<file path="src/rtl/pqp_pkg.sv">
// Shared definitions for the PicoQuickProcessor memory arbiter: FSM states,
// requester owner encoding and default bus widths.
package pqp_pkg;

    localparam int ADDR_W_DEF = 32;
    localparam int DATA_W_DEF = 32;

    localparam logic OWNER_I = 1'b0;
    localparam logic OWNER_D = 1'b1;

    typedef enum logic [1:0] {
        IDLE  = 2'd0,
        ISSUE = 2'd1,
        WAIT  = 2'd2,
        RESP  = 2'd3
    } state_t;

    // Down-counter preload so that WAIT spans exactly lat cycles.
    function automatic logic [2:0] wait_load(input int lat);
        return 3'(lat - 1);
    endfunction

endpackage

</file>
<file path="src/rtl/pqp_rr_arb2.sv">
// Two-input round-robin picker. The winner is combinational; the last-granted
// owner is updated when the upd strobe marks an issued transaction.
module pqp_rr_arb2
    import pqp_pkg::*;
(
    input  logic clk,
    input  logic rst,
    input  logic req_i,
    input  logic req_d,
    input  logic upd,
    input  logic upd_owner,
    output logic winner
);

    logic last_r;

    // Last-granted owner; starts at D so I wins the first tie.
    always_ff @(posedge clk) begin
        if (!rst) begin
            last_r <= OWNER_D;
        end else if (upd) begin
            last_r <= upd_owner;
        end else begin
            last_r <= last_r;
        end
    end

    // Pick the sole requester, or the port not granted last on a tie.
    always_comb begin
        winner = OWNER_I;
        if (req_i && req_d) begin
            winner = ~last_r;
        end else if (req_d) begin
            winner = OWNER_D;
        end else begin
            winner = OWNER_I;
        end
    end

endmodule

</file>
<file path="src/rtl/pqp_mem_arbiter.sv">
// Shares one fixed-latency synchronous memory between the fetch (I) and
// load/store (D) ports, one transaction at a time, with fetch cancellation.
module pqp_mem_arbiter
    import pqp_pkg::*;
#(
    parameter int ADDR_W  = ADDR_W_DEF,
    parameter int DATA_W  = DATA_W_DEF,
    parameter int MEM_LAT = 1
) (
    input  logic              clk,
    input  logic              rst,
    input  logic              i_req,
    input  logic [ADDR_W-1:0] i_addr,
    input  logic              i_flush,
    output logic              i_gnt,
    output logic              i_rvalid,
    output logic [DATA_W-1:0] i_rdata,
    input  logic              d_req,
    input  logic              d_we,
    input  logic [ADDR_W-1:0] d_addr,
    input  logic [DATA_W-1:0] d_wdata,
    output logic              d_gnt,
    output logic              d_rvalid,
    output logic [DATA_W-1:0] d_rdata,
    output logic              mem_en,
    output logic              mem_we,
    output logic [ADDR_W-1:0] mem_addr,
    output logic [DATA_W-1:0] mem_wdata,
    input  logic [DATA_W-1:0] mem_rdata,
    output logic              busy
);

    localparam logic [2:0] LAT_LOAD = wait_load(MEM_LAT);

    state_t              state_r;
    state_t              state_next_s;
    logic [2:0]          cnt_r;
    logic                owner_r;
    logic                txn_we_r;
    logic                cancel_r;
    logic                winner_s;
    logic                start_s;
    logic                done_s;
    logic                sel_we_s;
    logic [ADDR_W-1:0]   sel_addr_s;
    logic [DATA_W-1:0]   sel_wdata_s;

    logic                i_gnt_r;
    logic                i_rvalid_r;
    logic [DATA_W-1:0]   i_rdata_r;
    logic                d_gnt_r;
    logic                d_rvalid_r;
    logic [DATA_W-1:0]   d_rdata_r;
    logic                mem_en_r;
    logic                mem_we_r;
    logic [ADDR_W-1:0]   mem_addr_r;
    logic [DATA_W-1:0]   mem_wdata_r;

    pqp_rr_arb2 u_arb (
        .clk       (clk),
        .rst       (rst),
        .req_i     (i_req),
        .req_d     (d_req),
        .upd       (state_r == ISSUE),
        .upd_owner (owner_r),
        .winner    (winner_s)
    );

    // Arbitration window, completion detect and winner's request fields.
    always_comb begin
        start_s     = 1'b0;
        done_s      = 1'b0;
        sel_we_s    = 1'b0;
        sel_addr_s  = i_addr;
        sel_wdata_s = '0;
        if ((state_r == IDLE) || (state_r == RESP)) begin
            start_s = i_req || d_req;
        end else begin
            start_s = 1'b0;
        end
        if ((state_r == WAIT) && (cnt_r == 3'd0)) begin
            done_s = 1'b1;
        end else begin
            done_s = 1'b0;
        end
        if (winner_s == OWNER_D) begin
            sel_we_s    = d_we;
            sel_addr_s  = d_addr;
            sel_wdata_s = d_wdata;
        end else begin
            sel_we_s    = 1'b0;
            sel_addr_s  = i_addr;
            sel_wdata_s = '0;
        end
    end

    // Next-state logic.
    always_comb begin
        state_next_s = state_r;
        case (state_r)
            IDLE, RESP: begin
                if (start_s) state_next_s = ISSUE;
                else         state_next_s = IDLE;
            end
            ISSUE: state_next_s = WAIT;
            WAIT: begin
                if (cnt_r == 3'd0) state_next_s = RESP;
                else               state_next_s = WAIT;
            end
            default: state_next_s = IDLE;
        endcase
    end

    // FSM state, latency counter and per-transaction bookkeeping.
    always_ff @(posedge clk) begin
        if (!rst) begin
            state_r  <= IDLE;
            cnt_r    <= 3'd0;
            owner_r  <= OWNER_I;
            txn_we_r <= 1'b0;
            cancel_r <= 1'b0;
        end else begin
            state_r <= state_next_s;
            if (state_r == ISSUE)                   cnt_r <= LAT_LOAD;
            else if ((state_r == WAIT) && !done_s)  cnt_r <= cnt_r - 3'd1;
            else                                    cnt_r <= cnt_r;
            if (start_s) begin
                owner_r  <= winner_s;
                txn_we_r <= sel_we_s;
            end else begin
                owner_r  <= owner_r;
                txn_we_r <= txn_we_r;
            end
            if (start_s)
                cancel_r <= 1'b0;
            else if ((state_r != IDLE) && (owner_r == OWNER_I) && i_flush)
                cancel_r <= 1'b1;
            else
                cancel_r <= cancel_r;
        end
    end

    // Registered handshake, memory strobe and response data.
    always_ff @(posedge clk) begin
        if (!rst) begin
            i_gnt_r     <= 1'b0;
            d_gnt_r     <= 1'b0;
            mem_en_r    <= 1'b0;
            mem_we_r    <= 1'b0;
            mem_addr_r  <= '0;
            mem_wdata_r <= '0;
            i_rvalid_r  <= 1'b0;
            d_rvalid_r  <= 1'b0;
            i_rdata_r   <= '0;
            d_rdata_r   <= '0;
        end else begin
            i_gnt_r     <= start_s && (winner_s == OWNER_I);
            d_gnt_r     <= start_s && (winner_s == OWNER_D);
            mem_en_r    <= start_s;
            mem_we_r    <= start_s && sel_we_s;
            mem_addr_r  <= start_s ? sel_addr_s : '0;
            mem_wdata_r <= (start_s && sel_we_s) ? sel_wdata_s : '0;
            i_rvalid_r  <= done_s && (owner_r == OWNER_I) && !cancel_r && !i_flush;
            d_rvalid_r  <= done_s && (owner_r == OWNER_D);
            if (done_s && (owner_r == OWNER_I)) i_rdata_r <= mem_rdata;
            else                                i_rdata_r <= i_rdata_r;
            if (done_s && (owner_r == OWNER_D)) d_rdata_r <= txn_we_r ? '0 : mem_rdata;
            else                                d_rdata_r <= d_rdata_r;
        end
    end

    assign i_gnt     = i_gnt_r;
    // A flush arriving in the RESP cycle itself must still hide the response.
    assign i_rvalid  = i_rvalid_r & ~i_flush;
    assign i_rdata   = i_rdata_r;
    assign d_gnt     = d_gnt_r;
    assign d_rvalid  = d_rvalid_r;
    assign d_rdata   = d_rdata_r;
    assign mem_en    = mem_en_r;
    assign mem_we    = mem_we_r;
    assign mem_addr  = mem_addr_r;
    assign mem_wdata = mem_wdata_r;
    assign busy      = (state_r != IDLE);

endmodule

</file>
<file path="config.mk">
export PLATFORM = sky130hd
export DESIGN_NAME = pqp_mem_arbiter
export DESIGN_NICKNAME = d
export VERILOG_FILES = /design/src/rtl/pqp_pkg.sv /design/src/rtl/pqp_rr_arb2.sv /design/src/rtl/pqp_mem_arbiter.sv
export SDC_FILE = /design/constraint.sdc
export NUM_CORES = 1
export LEC_CHECK = 0
export CAP_MARGIN = 20
export CORE_MARGIN = 2
export CORE_UTILIZATION = 40
export CTS_BUF_LIST = sky130_fd_sc_hd__clkbuf_2
export DETAILED_ROUTE_END_ITERATION = 6
export GPL_TIMING_DRIVEN = 0
export PLACE_DENSITY = 0.9
export SETUP_SLACK_MARGIN = 0.5
export SKIP_LAST_GASP = 1
export SLEW_MARGIN = 40
export SYNTH_ARGS = -nofsm -noshare
export SYNTH_HDL_FRONTEND = slang
export SYNTH_SLANG_ARGS = --single-unit
</file>
<file path="constraint.sdc">
create_clock -name clk -period 1.9 [get_ports clk]
set_input_delay 0.38 -clock clk [delete_from_list [all_inputs] [get_ports clk]]
set_output_delay 0.38 -clock clk [all_outputs]
set_load 0.1 [all_outputs]
</file>
---- After elaboration in Yosys (flattened, before gate mapping) ----
Index checks and enable logic that the tools add are counted.
word-level totals
  register bits ........................... 143
  bits of input ports ..................... 134
  word-level logic and storage cells ...... 61
operators by class
  add/sub/neg operators ................... 1
  equality and inequality tests ........... 3
  multiplexer cells ....................... 10
  bitwise gates (word level) .............. 6
  reductions and logical operators ........ 25
operators by type and width
  cell                                                                 count
  32-bit 2-to-1 mux                                                    2
  1-bit logical AND                                                    12
  1-bit 2-to-1 mux                                                     7
  2-bit case mux with 3 select lines                                   1
  2-bit OR reduction                                                   3
  1-bit inverter                                                       5
  2-bit == test (second input constant)                                2
  1-bit logical NOT                                                    3
  3-bit logical NOT                                                    1
  3-bit AND reduction                                                  1
  3-bit by 1-bit subtractor with 3-bit output (second input constant)  1
  2-bit by 1-bit == test with 1-bit output (second input constant)     1
  2-bit logical NOT                                                    1
  1-bit logical OR                                                     2
  2-bit AND reduction                                                  1
  2-bit nonzero test                                                   1
  1-bit AND                                                            1

---- Logic depth before layout (Yosys ltp) ----
Gate-level depths: netlist (run 1).
  depth after elaboration ................. 6
  gate-level depth with buffers ........... 7
  gate-level depth less buffers ........... 5

---- Cells and area by module ----
Synthesis (run 1) repeated with hierarchy kept, for this count alone.
second synthesis, totals
  cells, all modules ...................... 522
  area total of the unflattened synthesis .. 5072.4 sq um
modules (own cells, without submodules)
  module           times used  cells an instance  area each (sq um)  sequential area each (sq um)
  pqp_mem_arbiter  1           518                5031.1             2842.7
  pqp_rr_arb2      1           4                  41.3               20.0

---- Worst setup path after synthesis (run 1) ----
Ideal clock, no wire load.
  path type ............................... input port to output port
  from .................................... input port i_flush
  to ...................................... output port i_rvalid
  arrival ................................. 1715 ps
  data required time ...................... 1520 ps
  setup slack ............................. -195 ps
  cell stages on the path ................. 1
  cells stage by stage .................... nor2b_1
between the ends
  longest elaborated chain between the ends .. 2
RTL lines
  what             line                    source
  start, declared  pqp_mem_arbiter.sv:14   input logic i_flush,
  1-bit inverter   pqp_mem_arbiter.sv:174  assign i_rvalid = i_rvalid_r & ~i_flush;
  1-bit AND        pqp_mem_arbiter.sv:174
  end, declared    pqp_mem_arbiter.sv:16   output logic i_rvalid,
No other way between the ends.

---- Final worst setup path (run 1) ----
  from .................................... register state_r[0]
  to ...................................... register d_rdata_r[6], in the netlist d_rdata[6]
between the ends
  longest elaborated chain between the ends .. 4
RTL lines
  what                    line                    source
  start, declared         pqp_mem_arbiter.sv:35   state_t state_r;
  start signal, assigned  pqp_mem_arbiter.sv:123  state_r <= state_next_s;
  2-bit == test           pqp_mem_arbiter.sv:81   if ((state_r == WAIT) && (cnt_r == 3'd0)) begin
  1-bit logical AND       pqp_mem_arbiter.sv:81
  1-bit 2-to-1 mux        pqp_mem_arbiter.sv:81
  1-bit logical AND       pqp_mem_arbiter.sv:167  if (done_s && (owner_r == OWNER_D)) d_rdata_r <= txn_we_r ? '0 : mem_rdata;
  end signal, assigned    pqp_mem_arbiter.sv:167
  end signal, assigned    pqp_mem_arbiter.sv:168  else d_rdata_r <= d_rdata_r;
  end, declared           pqp_mem_arbiter.sv:53   logic [DATA_W-1:0] d_rdata_r;
No other way between the ends.
A chain may end at the register's enable or synchronous reset.

==> out/summary.txt, run 1 <==
CP Cell Sequence: inv_2 > buf_4 > ha_2 > and4b_1 > buf_6 > buf_6 > nand4_1 > o21ai_1
CP arrival: 2.70 ns
DP HPWL: 12260 um
Worst-Margin Slew: 0.7864 ns
fin crit period: 1.989 ns
Tot Pwr: 12.26 mW
Worst setup SP type: flip-flop
Max VDD drop: 0.7308 mV
Fin. Hold Viols: 0
CTS tree: yes
WP buf/inv: 4
Seq pwr share: 32.8%
CP Capture Type: flip-flop
post-route ant nets: 0
Hold WC Path Type: primary input to flip-flop
Max Clk Rate: 502.8 MHz
dpl cells: 994
crit-path most repeated cell: buf_6
Site Rows: 40
port bufs: 267
fin crit share: 104.7%
All-Layer GR Usage: 36.12%
CP max-delay cell: dfxtp_2
Worst-path clk slew: 0.24 ns
io pins: 269
status: finished, violations left
Slew Limit Headroom: 47.58%
vias in the first global route: 6147
Post-Layout Cell Count: 1047
sw power: 5.913 mW
Initial Utilization: 41.06%
placeable core area: 0.01206 mm2
Worst path max stage delay: 0.36 ns
routed vias/inst: 5.762
combinational power share: 54.1%
Layout area overhead: 101.5%
Clk pwr share: 13.1%
final-stage net count: 1005
WP data required: 2.61 ns
per-cell routed wire length: 23.55 um
Pre-antenna DRT Iters: 7
clock latency on the worst-skew pair: 0.78 ns
Sw Ratio: 48.21%
Die ar.: 0.01329 mm2
Die Y: 115.3 um
CTS Buf Count: 17
worst-path maximum fanout: 10
Post-Syn Nets: 698
final setup vio count: 2
pin count of the biggest net entering global routing: 17
via count: 6033
Die Wd: 115.3 um
r2r setup slk: -0.09 ns
antenna violations before repair: 2
failing checks: design-rule violations, negative setup slack
overflow left after global routing: 0
Syn. warnings: 0
Clk Tree Root Cell: clkbuf_2
Residual DRC: 7
syn avg cell area: 8.859 um2
pwr dens: 1229 mW/mm2
final setup skew: 0.05620 ns
Top delay family on crit path: simple AND/OR/NAND/NOR gates
final WL: 24660 um
crit path setup slack, layout: -0.08887 ns
Synth cell types: 32
register area share after synthesis: 57.81%
fraction of layout cells with a size suffix above 1: 44.08%
clk sinks: 143
GPL Wtd Cong: 0.8782
Pint: 6.351 mW
fillers: 536
unrepaired setup endpoints after global routing: true
H-tree depth: 4
Iter 0 DRT Violations: 858
max-slew violation count: 0
Post-Syn Instances: 559
static leakage: 3.901 nW
max cap viols: 0
critical path class: flip-flop to flip-flop
Yosys reg bits: 143
first-pass GRT wire length: 35470 um
area of the mapped netlist: 0.004952 mm2
CTS Buffer Depth: 2
-- worst register-to-register path, stage by stage, from the launching register on --
cell and delay (ns):
dfxtp_2 0.36, inv_2 0.07, buf_4 0.10, ha_2 0.23, and4b_1 0.25, buf_6 0.18
buf_6 0.17, nand4_1 0.35, o21ai_1 0.26
-- through the flow --
stage	setup WS [ns]	instance area (um2)	utilization [%]	TNS, ns	hold slack [ns]
finish	-0.08887	9981	82.75	-0.1551	0.1392
global route	-0.1818	9981	82.75	-0.3450	0.06140
CTS	-0.09266	9866	81.79	-0.09266	0.008741
detailed placement	-0.1090	7199	59.69	-1.443	0.4471
global placement	-0.6079	7875	65.29	-1.127	0.4435
floorplan	0.4622	4992	-	0	0.4375
-- layout make-up --
cell class / instances / area, um2 / area share (%)
Inverter: 10 / 41.29 / 0.4137
Antenna cell: 1 / 2.502 / 0.02507
Tap cell: 168 / 210.2 / 2.106
Sequential cell: 143 / 3048 / 30.54
Buffer: 46 / 316.6 / 3.172
Multi-Input combinational cell: 360 / 1967 / 19.71
Clock inverter: 13 / 98.84 / 0.9903
Timing Repair Buffer: 288 / 4207 / 42.15
Clock buffer: 18 / 90.09 / 0.9026
-- cell families after synthesis --
| family | synth area share, % |
|---|---|
| compound gates | 11.65 |
| mux | 0.4043 |
| buf+inv | 5.508 |
| flops | 57.81 |
| simple gates | 23.37 |
| fa+ha+maj | 1.263 |
-- timing repair --
action                                 4_1_cts  5_1_grt
gates resized for setup                    711       48
pin swaps                                    0        2
setup buffers                               16        1
hold buffers                                 1        1
endpoints found under the hold margin        1        1
setup endpoints to repair                  264      270
gates cloned                                 2        0
-- worst paths after layout --
| kind | start | end | depth (start not counted) |
|---|---|---|---|
| worst max-delay path | state_r[0] | d_rdata[6] | 8 |
| worst min-delay path | d_wdata[28] | mem_wdata[28] | 2 |
| worst max register to register | state_r[0] | d_rdata[6] | 8 |
| worst min register to register | i_rdata[21] | i_rdata[21] | 2 |
-- power by group through the flow --
stage                     logic (mW)  clock network [mW]  registers (mW)
after floorplan                0.881                   0            6.61
after global placement          5.18                   0            3.69
after CTS                       6.36                1.55            3.96
after detailed placement        4.83                   0            3.69
final                           6.63                1.61            4.02
after global routing            6.79                1.76            4.05
-- layout by cell type, fill, tap and decap left out, types with 19 or more instances in the layout --
master             n
clkdlybuf4s50_1  132
and2_1            33
dfxtp_2          130
clkbuf_2          19
o21ai_0           52
buf_12           135
a21oi_2           19
nand4_1           32
nand2_1          131
nand3_1           31
-- sequential cells by signal, summed over array words and instances, names as in the netlist --
name / cells
d_rdata: 32
txn_we_r: 1
d_gnt: 1
mem_addr: 32
cnt_r: 3
d_rvalid: 1
mem_wdata: 32
cancel_r: 1
u_arb.last_r: 1
i_rdata: 32
mem_en: 1
i_rvalid_r: 1
i_gnt: 1
state_r: 2
owner_r: 1
mem_we: 1
-- synth_stat cells (all sizes together) --
cell type / count / area share (%)
a21bo: 1 / 0.20
a21boi: 1 / 0.38
a21o: 1 / 0.15
a21oi: 34 / 3.4
a311oi: 1 / 0.18
a31oi: 1 / 0.13
and2: 33 / 4.2
and2b: 1 / 0.15
and3: 2 / 0.25
and4b: 1 / 0.20
and4bb: 1 / 0.25
buf: 25 / 3.1
clkbuf: 21 / 1.7
dfxtp: 143 / 58
ha: 5 / 1.3
inv: 10 / 0.76
mux2i: 2 / 0.40
nand2: 131 / 9.9
nand2b: 3 / 0.38
nand3: 33 / 3.3
nand4: 32 / 4.0
nor2: 7 / 0.53
nor2b: 1 / 0.13
o21ai: 66 / 6.7
o21bai: 1 / 0.15
o22ai: 1 / 0.13
o31ai: 1 / 0.15
-- layer usage --
layer	track usage, %	vias up	part of all wire [%]
met5	0	-	0.053
met4	24.50	2	6.7
met3	16.87	180	12
met2	60.67	612	49
met1	35.51	2751	32
li1	-	2488	-
Power figures use the tool's default switching activity.
==> run 2: changes to the inputs <==
--- a/config.mk
+++ b/config.mk
@@ -8,7 +8,7 @@
 export CAP_MARGIN = 20
 export CORE_MARGIN = 2
 export CORE_UTILIZATION = 40
-export CTS_BUF_LIST = sky130_fd_sc_hd__clkbuf_2
+export CTS_BUF_LIST = sky130_fd_sc_hd__clkbuf_4
 export DETAILED_ROUTE_END_ITERATION = 6
 export GPL_TIMING_DRIVEN = 0
 export PLACE_DENSITY = 0.9
==> run 2 against run 1 <==
Compared with the run above:
- largest power group unchanged
- critical path type is now primary input to flip-flop
- largest cell class unchanged
- non-clock buffer count rose by 48
- via count rose by 11%
- count of clock-buffer cells in the layout did not move
- global-route usage rose by 0.59 points
- clock power rose by 17%
- the run ends with design-rule violations left
- wire length rose by 30%
- first-iteration DRC count rose by 24%
- total power rose by 11%
- critical path depth fell by 3
- flip-flop and latch count did not move
- die area did not move
- register-to-register slack improved by 0.15 ns
==> out/summary.txt, run 2 (same netlist as run 1, synthesis figures left out) <==
status: finished, violations left
failing checks: design-rule violations
CP max-delay cell: buf_1
CTS Buf Count: 17
Max Clk Rate: 540.2 MHz
Seq pwr share: 29.8%
r2r setup slk: 0.06 ns
critical path class: primary input to flip-flop
CTS Buffer Depth: 2
design area: 0.01114 mm2
Site Rows: 40
Worst-Margin Slew: 0.9717 ns
overflow left after global routing: 0
Initial Utilization: 41.06%
via count: 6714
most common cell after layout, fill and taps aside: buf_12
final setup vio count: 0
final setup skew: 0.04195 ns
Worst path max stage delay: 0.76 ns
Sequential Area: 0.003095 mm2
unrepaired setup endpoints after global routing: true
Sw Ratio: 47.85%
Layout area overhead: 125.0%
CP Capture Type: flip-flop
Pint: 7.107 mW
post-route ant nets: 0
Residual DRC: 9
antenna violations before repair: 1
leading cell types in the layout, fill and taps excluded: 140 x buf_12, 132 x clkdlybuf4s50_1, 131 x nand2_1
clk sinks: 143
Die Y: 115.3 um
routed vias/inst: 6.132
vias in the first global route: 6188
Clk pwr share: 13.8%
io pins: 269
Worst setup SP type: primary input
port bufs: 267
Pre-antenna DRT Iters: 7
GPL Wtd Cong: 0.8782
multi-input combinational cell area: 0.002354 mm2
H-tree depth: 4
Top delay family on crit path: buffers and inverters
fin crit share: 97.43%
first-pass GRT wire length: 36460 um
per-cell routed wire length: 29.18 um
clock latency on the worst-skew pair: 0.60 ns
WP data required: 2.41 ns
CP arrival: 2.37 ns
combinational power share: 56.4%
Placed Area: 0.007199 mm2
Fin. Hold Viols: 0
DP HPWL: 12260 um
All-Layer GR Usage: 36.71%
fraction of layout cells with a size suffix above 1: 56.37%
Max VDD drop: 0.8152 mV
post-cts hold buffer count: 0
max-slew violation count: 0
Slew Limit Headroom: 35.22%
placeable core area: 0.01206 mm2
Worst-path clk slew: 0.15 ns
Hold WC Path Type: primary input to flip-flop
pin count of the biggest net entering global routing: 17
WP buf/inv: 3
crit-path most repeated cell: buf_2
fillers: 367
fin crit period: 1.851 ns
Die ar.: 0.01329 mm2
pwr dens: 1223 mW/mm2
static leakage: 4.384 nW
max cap viols: 0
sw power: 6.521 mW
Clk Tree Root Cell: clkbuf_4
Die Wd: 115.3 um
worst-path maximum fanout: 10
final core utilization: 92.38%
CP Cell Sequence: buf_2 > buf_2 > buf_1 > nand3_2 > o21ai_2
CTS tree: yes
final WL: 31950 um
final-stage net count: 1053
Iter 0 DRT Violations: 1063
==> run 2: timing repair <==
action / CTS / global route
endpoints found under the hold margin: 0 / 0
cloned: 3 / 11
endpoints found under the setup margin: 264 / 267
gates resized for setup: 708 / 268
buffers inserted: 22 / 33
pin swaps: 0 / 15
==> run 2: layout make-up <==
class | instances | area share, %
Antenna cell | 1 | 0.02246
Buffer | 46 | 3.627
Clock buffer | 18 | 1.213
Clock inverter | 13 | 0.8871
Inverter | 10 | 0.3930
Multi-Input combinational cell | 360 | 21.12
Sequential cell | 143 | 27.78
Tap cell | 168 | 1.887
Timing Repair Buffer | 336 | 43.07
==> run 2: final timing paths <==
kind	startpoint	end	cells after the start
max	rst	i_rdata[5]	5
min	rst	d_gnt	3
max reg2reg	state_r[1]	d_rdata[0]	8
min reg2reg	i_rdata[21]	i_rdata[21]	2
==> run 2: worst register-to-register path, cell delays in order, from the launching register on <==
cell	delay, ns
dfxtp_2	0.36
buf_4	0.12
ha_4	0.19
and4b_2	0.32
buf_6	0.13
buf_6	0.15
clkbuf_16	0.17
nand4_1	0.13
o21ai_1	0.20
==> run 2: per-stage QoR <==
stage          hold slack (ns)  worst slack [ns]  instances  total power, mW  setup TNS [ns]
6_report                0.3078           0.04886       1095            13.63               0
5_1_grt                 0.2593         0.0002724       1095            13.87               0
4_1_cts                 0.2110            0.1270       1050            12.07               0
3_5_place_dp            0.4471           -0.1090        994            8.514          -1.443
3_3_place_gp            0.4435           -0.6079        994            8.865          -1.127
2_1_floorplan           0.4375            0.4622        559            7.493               0
==> run 2: power groups by stage <==
stage	Combinational [mW]	Clock [mW]	Sequential, mW
after floorplan	0.881	0	6.61
after global placement	5.18	0	3.69
after detailed placement	4.83	0	3.69
after CTS	6.39	1.73	3.95
after global routing	7.80	2.00	4.06
final	7.69	1.88	4.06
==> run 2: per-layer routing <==
layer / vias up / wire length (um) / GRT usage (%)
met2: 786 / 14340 / 60.82
met4: 2 / 2726 / 20.88
met1: 3060 / 9805 / 39.17
met5: - / 52 / 0
met3: 272 / 5027 / 15.97
li1: 2594 / - / -
